## src/rtl/es_ctrl.sv

```systemverilog
// I/O sequencer for the 4-port I/O block: accepts one CPU IN/OUT request at a time,
// runs the valid/ack handshake with the addressed peripheral, and drives the block's selects/enables.
module es_ctrl #(
  parameter int TIMEOUT = 255,
  parameter int CW      = 8
) (
  input  logic       clk,
  input  logic       reset,
  input  logic       io_req,
  input  logic       io_wr,
  input  logic [1:0] io_port,
  input  logic       io_src,
  input  logic [3:0] in_valid,
  input  logic [3:0] out_ack,
  output logic       io_busy,
  output logic       io_done,
  output logic       io_timeout,
  output logic [1:0] id_in,
  output logic [1:0] id_out,
  output logic       sec,
  output logic       sece,
  output logic       rwe1,
  output logic       rwe2,
  output logic       rwe3,
  output logic       rwe4,
  output logic [3:0] in_ack,
  output logic [3:0] out_valid
);

  // state     | meaning
  // S_IDLE    | no request in flight; io_req sampled here
  // S_WR_WAIT | OUT pending, waiting for out_valid[p] to drop
  // S_WRITE   | load output register p, pulse io_done
  // S_RD_WAIT | IN pending, waiting for in_valid[p]
  // S_READ    | CPU takes data_in, pulse io_done and in_ack[p]
  // S_ERR     | peripheral never answered, pulse io_timeout
  typedef enum logic [2:0] {
    S_IDLE,
    S_WR_WAIT,
    S_WRITE,
    S_RD_WAIT,
    S_READ,
    S_ERR
  } state_t;

  localparam bit            TMO_EN   = (TIMEOUT != 0);
  localparam logic [CW-1:0] CNT_LAST = CW'(TIMEOUT - 1);

  state_t        state_q, state_d;
  logic [1:0]    port_q, port_d;
  logic          src_q, src_d;
  logic [CW-1:0] cnt_q, cnt_d;
  logic [3:0]    out_valid_q, out_valid_d;
  logic [3:0]    port_oh;
  logic [3:0]    rwe_vec;

  always_ff @(posedge clk) begin
    if (!reset) begin
      state_q     <= S_IDLE;
      port_q      <= 2'd0;
      src_q       <= 1'b0;
      cnt_q       <= '0;
      out_valid_q <= 4'd0;
    end else begin
      state_q     <= state_d;
      port_q      <= port_d;
      src_q       <= src_d;
      cnt_q       <= cnt_d;
      out_valid_q <= out_valid_d;
    end
  end

  assign port_oh = 4'b0001 << port_q;

  always_comb begin
    state_d     = state_q;
    port_d      = port_q;
    src_d       = src_q;
    cnt_d       = cnt_q;
    // acks on bits that are already clear fall out of this mask naturally
    out_valid_d = out_valid_q & ~out_ack;
    io_busy     = (state_q != S_IDLE);
    io_done     = 1'b0;
    io_timeout  = 1'b0;
    sece        = 1'b0;
    rwe_vec     = 4'd0;
    in_ack      = 4'd0;

    case (state_q)
      S_IDLE: begin
        if (io_req) begin
          port_d  = io_port;
          src_d   = io_src;
          cnt_d   = '0;
          state_d = io_wr ? S_WR_WAIT : S_RD_WAIT;
        end
      end
      S_WR_WAIT: begin
        if (!out_valid_q[port_q]) begin
          state_d = S_WRITE;
        end else if (TMO_EN && (cnt_q == CNT_LAST)) begin
          state_d = S_ERR;
        end else begin
          cnt_d = cnt_q + CW'(1);
        end
      end
      S_WRITE: begin
        sece        = 1'b1;
        rwe_vec     = port_oh;
        io_done     = 1'b1;
        out_valid_d = out_valid_d | port_oh;
        state_d     = S_IDLE;
      end
      S_RD_WAIT: begin
        if (in_valid[port_q]) begin
          state_d = S_READ;
        end else if (TMO_EN && (cnt_q == CNT_LAST)) begin
          state_d = S_ERR;
        end else begin
          cnt_d = cnt_q + CW'(1);
        end
      end
      S_READ: begin
        io_done = 1'b1;
        in_ack  = port_oh;
        state_d = S_IDLE;
      end
      S_ERR: begin
        io_timeout = 1'b1;
        state_d    = S_IDLE;
      end
      default: state_d = S_IDLE;
    endcase
  end

  // both mux selects track the latched port and hold it through IDLE
  assign id_in     = port_q;
  assign id_out    = port_q;
  assign sec       = src_q;
  assign rwe1      = rwe_vec[0];
  assign rwe2      = rwe_vec[1];
  assign rwe3      = rwe_vec[2];
  assign rwe4      = rwe_vec[3];
  assign out_valid = out_valid_q;

endmodule

```

## config.mk

```make
export PLATFORM = sky130hd
export DESIGN_NAME = es_ctrl
export DESIGN_NICKNAME = d
export VERILOG_FILES = /design/src/rtl/es_ctrl.sv
export SDC_FILE = /design/constraint.sdc
export NUM_CORES = 1
export LEC_CHECK = 0
export CORE_UTILIZATION = 42
export CTS_BUF_LIST = sky130_fd_sc_hd__clkbuf_2
export DETAILED_ROUTE_END_ITERATION = 10
export MAX_ROUTING_LAYER = met4
export PLACE_DENSITY = 0.85
export SLEW_MARGIN = 15
export SYNTH_ARGS = -nofsm -noshare
export SYNTH_HDL_FRONTEND = slang
export SYNTH_SLANG_ARGS = --single-unit
```

## constraint.sdc

```tcl
create_clock -name clk -period 1.8 [get_ports clk]
set_clock_uncertainty 0.1 [all_clocks]
set_input_delay 0.36 -clock clk [delete_from_list [all_inputs] [get_ports clk]]
set_output_delay 0.36 -clock clk [all_outputs]
set_load 0.1 [all_outputs]
```

Word level (Yosys, flattened, before mapping):

Cells that the tools add are included.

* multiply operators: 0
* $lt $le $gt $ge: 1
* equal/unequal tests: 9
* add/subtract/negate cells: 1
* muxes and demuxes: 21
* shifts and indexed selects: 1
* reductions and logical operators: 6
* bitwise logic cells: 3
* div/mod/pow operators: 0

Operator list (count)
* $mux W8: 4
* $pmux W8 S3: 1
* $mux W3: 4
* $mux W4: 3
* $pmux W3 S3: 1
* $add A8 B1 Y8 const B: 1
* $eq A8 B8 Y1 const B: 1
* $eq A3 B2 Y1 const B: 2
* $eq A3 B3 Y1 const B: 2
* $ne A2 B2 Y1 const B: 3
* $reduce_bool A3 Y1: 2
* $mux W1: 5
* $and A4 B4 Y4: 1
* $bmux W1 S2: 2
* $not A4 Y4: 1
* $or A4 B4 Y4: 1
* $reduce_and A4 Y1: 1
* $shl A1 B2 Y4 const A: 1
* $eq A3 B1 Y1 const B: 1
* $logic_not A3 Y1: 1
* $lt A2 B3 Y1 const B: 1
* $mux W2: 1
* $reduce_and A2 Y1: 1
* $reduce_or A2 Y1: 1

* bits of input ports: 15
* word-level logic and storage cells: 47
* bits in read-only memories: 0
* RAM bits: 0
* bits in registers: 18
* memories kept: 0
* latch bits: 0
* output and inout port bits: 21

Longest topological paths before layout:

Gate-level depths: netlist of the first run.

* depth after elaboration: 4
* mapped depth: 8
* depth with buffers taken out: 7

Worst setup path after synthesis of the first run:

OpenSTA, ideal clock, no wires.

* path type: reg-to-output
* start point: register port_q[0] (netlist: id_in[0])
* end point: output in_ack[1]
* buffers on the path: 1
* data arrival time: 3.571 ns
* slack: -2.231 ns
* data required time: 1.340 ns
* cell stages (with the launch flop): 3
* cell sequence: dfxtp_1 buf_2 nor3b_1

* word-level cells in the longest chain between the ends: 2

RTL lines
* from (decl): RTL line 50 `logic [1:0] port_q, port_d;`
* from (signal assigned): RTL line 66 `port_q <= port_d;`
* $shl A1 B2 Y4: RTL line 73 `assign port_oh = 4'b0001 << port_q;`
* $mux W4: RTL line 89 `case (state_q)`
* to (decl): RTL line 26 `output logic [3:0] in_ack,`

No other way between the ends.

Worst setup path in the final report of the first run:

* start point: register state_q[2]
* end point: output rwe2

* word-level cells in the longest chain between the ends: 2

RTL lines
* from (decl): RTL line 49 `state_t state_q, state_d;`
* from (signal assigned): RTL line 65 `state_q <= state_d;`
* $eq A3 B2 Y1: RTL line 89
* $mux W4: RTL line 89
* to (decl): RTL line 23 `output logic rwe2,`

No other way between the ends.

==> impl_metrics.tcl, run 1 <==
set metrics [dict create \
    r2r-end "cnt_q[4]" \
    switching_share_pct 43.6 \
    end_kind "output pin" \
    drive_gt1_share_pct 58.1 \
    synth_edf_count 0 \
    synthCells 125 \
    vias_per_cell 6.10 \
    final_cell_mix "buf_4, buf_12, clkdlybuf4s50_1, nor2_1, dfxtp_4" \
    critical_path_class "reg -> out" \
    fin_ws_ns -0.241 \
    synth_nets 142 \
    fp.coreArea_sq_um 2480 \
    hold_class "reg -> reg" \
    antenna_found_initial 0 \
    fin_crit_sh_pct 113 \
    fmax_ghz 0.490 \
    hold-path-endpoint "cnt_q[4]" \
    status "finished, violations left" \
    cp_cell_sequence "nand2b_4 -> nand2b_4 -> clkinvlp_4 -> nand2_2 -> nor2_4 -> buf_12" \
    highest_layer "met4" \
    wl_met3_um 258 \
    initial_core_util_pct 44.2 \
    clock_sinks 18 \
    p_seq_share_pct 32.7 \
    die_y_um 53.1 \
    syn2layout_area_growth_pct 96.7 \
    yosys-top-cells-area "dfxtp_1, mux2i_1, nor2_1, a21oi_1, nand2b_1" \
    clkPwrFrac_pct 14.1 \
    die_w_um 53.1 \
    dr_wl_met2_mm 2.31 \
    grt_max_degree 12 \
    violations "negative setup slack" \
    cp_top_family "simple AND/OR/NAND/NOR gates" \
    yosysUniqueCellTypes 45 \
    setup_tns_ns -2.82 \
    crit_arrival_ns 1.58 \
    path_clk_slew_ns 0.19 \
    wire_per_inst_um 21.0 \
    cts_buffers 3 \
    cpPeakStageDelay_ns 0.40 \
    gp_congestion 0.775 \
    cp.required_ns 1.34 \
    cts_root_buffer "clkbuf_2" \
    max-slew-margin-rel_pct 76.1 \
    boundaryPins 36 \
    nNetsFinal 204 \
    slowest_stage "dfxtp_4" \
    period_minus_slack_ns 2.04 \
    holdPathStages 2 \
    power.internal_uw 762 \
    rrSetupSlack_ns -0.16 \
    maxCapViolCount 0 \
    power_density_nw_per_um2 627 \
    cts_tree "yes" \
    drc 0 \
    slew_violations 0 \
    critPathMaxFanout 4 \
    peakVddDrop_mv 0.474 \
    layout_commonest_cell "buf_4" \
    port_buffers 35 \
    timing.critical_path.buf_inv 2 \
    ys_ff_latch 18 \
    hold_viol 0 \
    cp_common_cell "nand2b_4" \
    pwr-share-comb_pct 53.2 \
    timing.rr.start "state_q[1]" \
    insertion_delay_ns 0.33 \
    hold_start "cnt_q[4]" \
    dp_hpwl_mm 2.55 \
    synth_area_per_cell_sq_um 8.77 \
    leakage_uw 0.000831 \
    postRouteAntennaNets 0 \
    ys_seq_area_share_pct 32.9 \
    gr-total-overflow 0 \
    reg2reg_depth 9 \
    setup_violations 19 \
    worst_pin_slew_ns 0.358 \
    htreeDepth 1 \
    yosysWarnings 0 \
    rsz0062_at_grt "true" \
    fin_util_pct 87.0 \
    switchingPower_uw 589 \
    n_antenna_cell 0 \
    cts_buffer_depth 2 \
    grt_usage_pct 31.9 \
    grt_pass1_wl_mm 6.20 \
    fp.dieArea_sq_um 2820 \
    grt_pass1_vias 1286 \
    rows 18 \
    vias 1317 \
    drt_iter0_markers 75 \
    wl_met1_mm 1.74 \
    first_pass_iters 4 \
    wl_mm 4.54 \
    async_flop_share_pct 0 \
    syn_area_sq_um 1100 \
    start_kind "register" \
    synth_largest_area_cell "dfxtp_1" \
    yosys_most_used_dff "dfxtp_1" \
    cts_hold_buf 0 \
    yosys.area.top_type_share_pct 32.9 \
]
## cell type report
cell class,instances,area (sq um)
clock buffer,3,15.0
clock inverter,1,3.75
fill,99,322
inverter,6,28.8
multi-input combinational,92,860
sequential,18,395
tap,30,37.5
timing repair buffer,66,816
## flip-flops by register name (all words and copies together), names as in the netlist
register   count
state_q        3
id_in          2
out_valid      4
sec            1
cnt_q          8
## per-layer routing
| layer | global-route usage [%] | vias up |
|---|---|---|
| met1 | 34.4 | 628 |
| met2 | 54.6 | 84 |
| met3 | 7.47 | 26 |
| met5 | - | - |
| li1 | - | 579 |
| met4 | 15.8 | 0 |
## worst min-delay path: stages (launching register included)
cell and delay, ns:
dfxtp_1 0.39, o21ai_2 0.08, a21oi_2 0.05
## cell usage after synthesis, types with 2 or more instances
cell / number
nand3b_1: 2
a21oi_1: 7
and4_1: 2
or3_1: 3
o41ai_1: 2
o211ai_1: 2
clkbuf_1: 2
buf_4: 2
dfxtp_1: 18
nor2_1: 13
nand2b_1: 5
nor3_1: 4
nand2_1: 7
o21ai_1: 4
mux2i_1: 5
inv_1: 6
nor3b_1: 2
a31oi_1: 2
nand3_1: 4
ha_1: 2
buf_6: 2
nor2b_1: 4
o21a_1: 3
## worst max-delay path by stage
stage,endpoint,slack [ns],startpoint,cells past startpoint
2_1_floorplan,rwe2,-0.31,state_q[2],5
3_3_place_gp,cnt_q[7],-0.19,in_valid[3],6
6_report,rwe2,-0.24,state_q[2],6
4_1_cts,in_ack[1],-0.17,state_q[2],5
5_1_grt,in_ack[2],-0.30,state_q[1],4
3_5_place_dp,cnt_q[3],-0.32,in_valid[1],6
## power by group through the flow
stage | clock network (uW) | logic, uW | registers, uW
after floorplan | 0 | 333 | 501
after global placement | 0 | 558 | 448
after detailed placement | 0 | 572 | 450
after CTS | 189 | 640 | 439
after global routing | 204 | 749 | 445
final | 191 | 718 | 442
## stage by stage
step	hold WS, ns	setup WS, ns	cell area [sq um]	total power, uW	cells
2_1_floorplan	0.368	-0.312	1260	834	125
3_3_place_gp	0.384	-0.192	1840	1010	192
3_5_place_dp	0.406	-0.316	1840	1020	192
4_1_cts	0.427	-0.170	2030	1270	210
5_1_grt	0.445	-0.299	2160	1400	216
6_report	0.426	-0.241	2160	1350	216
## kinds of logic (layout without fill, tap and decap cells)
logic type      count (synthesis)  after routing  synth area share, %
simple gates                   57             57                 31.3
compound gates                 26             26                 16.9
flops                          18             18                 32.9
buf+inv                        15             76                 9.02
mux                             7              7                 7.65
fa+ha+maj                       2              2                 2.28
## repair_timing
action | in CTS | in global routing
pin swaps | 9 | 17
buffers inserted | 14 | 7
resized for setup | 17 | 17
endpoints found under the setup margin | 19 | 20
(Power assumes the default switching activity.)
==> inputs of run 2 (changes only) <==
--- a/config.mk
+++ b/config.mk
@@ -5,6 +5,7 @@
 export SDC_FILE = /design/constraint.sdc
 export NUM_CORES = 1
 export LEC_CHECK = 0
+export ABC_CLOCK_PERIOD_IN_PS = 1700
 export CORE_UTILIZATION = 42
 export CTS_BUF_LIST = sky130_fd_sc_hd__clkbuf_2
 export DETAILED_ROUTE_END_ITERATION = 10
==> constraint.sdc (replaced) <==
create_clock -name clk -period 1.7 [get_ports clk]
set_clock_uncertainty 0.1 [all_clocks]
set_input_delay 0.34 -clock clk [delete_from_list [all_inputs] [get_ports clk]]
set_output_delay 0.34 -clock clk [all_outputs]
set_load 0.1 [all_outputs]
==> run 2 against run 1 <==
Non-clock buffer count grew 2. Combinational power grew 8.2%. Critical endpoint unchanged. Worst setup slack lost 0.079 ns. Global-route usage shrank 0.52 points. Cell count grew 0.93%. The flow still finishes with violations (negative setup slack). Via count grew 0.23%. Critical path depth is the same. Sequential power grew 5.2%. Final area grew 1.6%. Largest cell class unchanged. Count of clock-buffer cells in the layout is the same. Die area is the same. Power grew 6.0%.
==> impl_metrics.tcl, run 2 (synthesis results as in run 1) <==
set metrics [dict create \
    holdPathStages 2 \
    die_w_um 53.1 \
    cts_tree "yes" \
    drive_gt1_share_pct 59.0 \
    cp.required_ns 1.26 \
    grt_usage_pct 31.4 \
    syn2layout_area_growth_pct 99.9 \
    fin_cells 218 \
    dp_cells 201 \
    fp.dieArea_sq_um 2820 \
    end_kind "output pin" \
    status "finished, violations left" \
    slowest_stage "dfxtp_4" \
    die_y_um 53.1 \
    multi_input_area_sq_um 881 \
    cts_buffer_depth 2 \
    boundaryPins 36 \
    initial_core_util_pct 44.2 \
    port_buffers 35 \
    period_minus_slack_ns 2.02 \
    largest_register "cnt_q" \
    antenna_found_initial 0 \
    pre_cts_ws_ns -0.385 \
    power_density_nw_per_um2 654 \
    violations "negative setup slack" \
    critical_path_class "reg -> out" \
    path_clk_slew_ns 0.19 \
    fin_crit_sh_pct 119 \
    clock_sinks 18 \
    htreeDepth 1 \
    grt_pass1_vias 1251 \
    vias 1320 \
    rsz0062_at_grt "true" \
    wire_per_inst_um 20.8 \
    postRouteAntennaNets 0 \
    peakVddDrop_mv 0.564 \
    crit_arrival_ns 1.58 \
    setup_violations 22 \
    rows 18 \
    gr-total-overflow 0 \
    n_antenna_cell 0 \
    grt_pass1_wl_mm 6.07 \
    vias_per_cell 6.06 \
    cts_hold_buf 0 \
    maxCapViolCount 0 \
    seq_area_sq_um 393 \
    gp_congestion 0.798 \
    worst_pin_slew_ns 0.397 \
    start_kind "register" \
    wl_mm 4.54 \
    insertion_delay_ns 0.31 \
    fp.coreArea_sq_um 2480 \
    drt_iter0_markers 69 \
    cp_cell_sequence "nand2b_4 -> nand2b_4 -> clkinvlp_4 -> nand2_2 -> nor2_4 -> buf_12" \
    max-slew-margin-rel_pct 73.5 \
    dp_hpwl_mm 2.66 \
    hold_viol 0 \
    layout_commonest_cell "buf_4" \
    final_cell_mix "buf_4, buf_12, clkdlybuf4s50_1, nor2_1" \
    leakage_uw 0.000828 \
    grt_max_degree 12 \
    n_fill_cell 100 \
    fin_ws_ns -0.320 \
    slew_violations 0 \
    holdWs_ns 0.475 \
    hold_class "reg -> reg" \
    nNetsFinal 206 \
    cpPeakStageDelay_ns 0.42 \
    fmax_ghz 0.495 \
    cts_root_buffer "clkbuf_2" \
    drc 0 \
    reg2reg_depth 5 \
    first_pass_iters 5 \
    cp_common_cell "nand2b_4" \
    critPathMaxFanout 6 \
    largest_register_ff_count 8 \
    cts_buffers 3 \
]
[run 2: report_power, final]
| part | internal (uW) | switching (uW) | leakage (uW) |
|---|---|---|---|
| clock network | 51.2 | 140 | 0.0000140 |
| logic | 326 | 450 | 0.000661 |
| registers | 435 | 29.3 | 0.000153 |
| total | 813 | 620 | 0.000828 |
[run 2: metal layers]
metal  global-route usage [%]  vias to the layer above  wire, um
li1                         -                      575         -
met1                     33.1                      629      1680
met2                     52.7                       86      2260
met3                     7.76                       30       316
met4                     18.9                        0       280
met5                        -                        -         0
[run 2: area by class of cell]
cell class              instances  share of cell area (%)
multi-input cells              92                    40.2
clock inverters                 1                   0.171
flip-flops and latches         18                    17.9
well taps                      30                    1.71
repair buffers                 68                    38.1
clock buffers                   3                   0.685
inverters                       6                    1.20
[run 2: timing repair]
action                                  in CTS  in global routing
setup buffers                                5                  8
endpoints found under the setup margin      20                 21
pin swaps                                    8                 15
gates resized for setup                     13                 21
[run 2: stage by stage]
| step | util, % | power (uW) | area (sq um) | setup TNS (ns) |
|---|---|---|---|---|
| final | 88.4 | 1430 | 2190 | -4.42 |
| after floorplan | - | 891 | 1270 | -5.54 |
| after global routing | 88.4 | 1490 | 2190 | -5.53 |
| after CTS | 82.1 | 1320 | 2030 | -3.15 |
| after global placement | 77.6 | 1080 | 1920 | -2.19 |
| after detailed placement | 77.6 | 1110 | 1920 | -2.99 |
[run 2: worst paths after layout]
| kind | start | to | slack [ns] |
|---|---|---|---|
| worst max-delay path | state_q[2] | rwe2 | -0.32 |
| worst min-delay path | cnt_q[6] | cnt_q[6] | 0.48 |
| worst max register to register | id_in[1] | cnt_q[7] | -0.30 |
| worst min register to register | cnt_q[6] | cnt_q[6] | 0.48 |
[run 2: worst max-delay path: cells and delay by family, from the launching register on]
kind	cells	cell delay [ns]
buffers and inverters	2	0.29
flip-flops	1	0.42
AND/OR/NAND/NOR	4	0.57
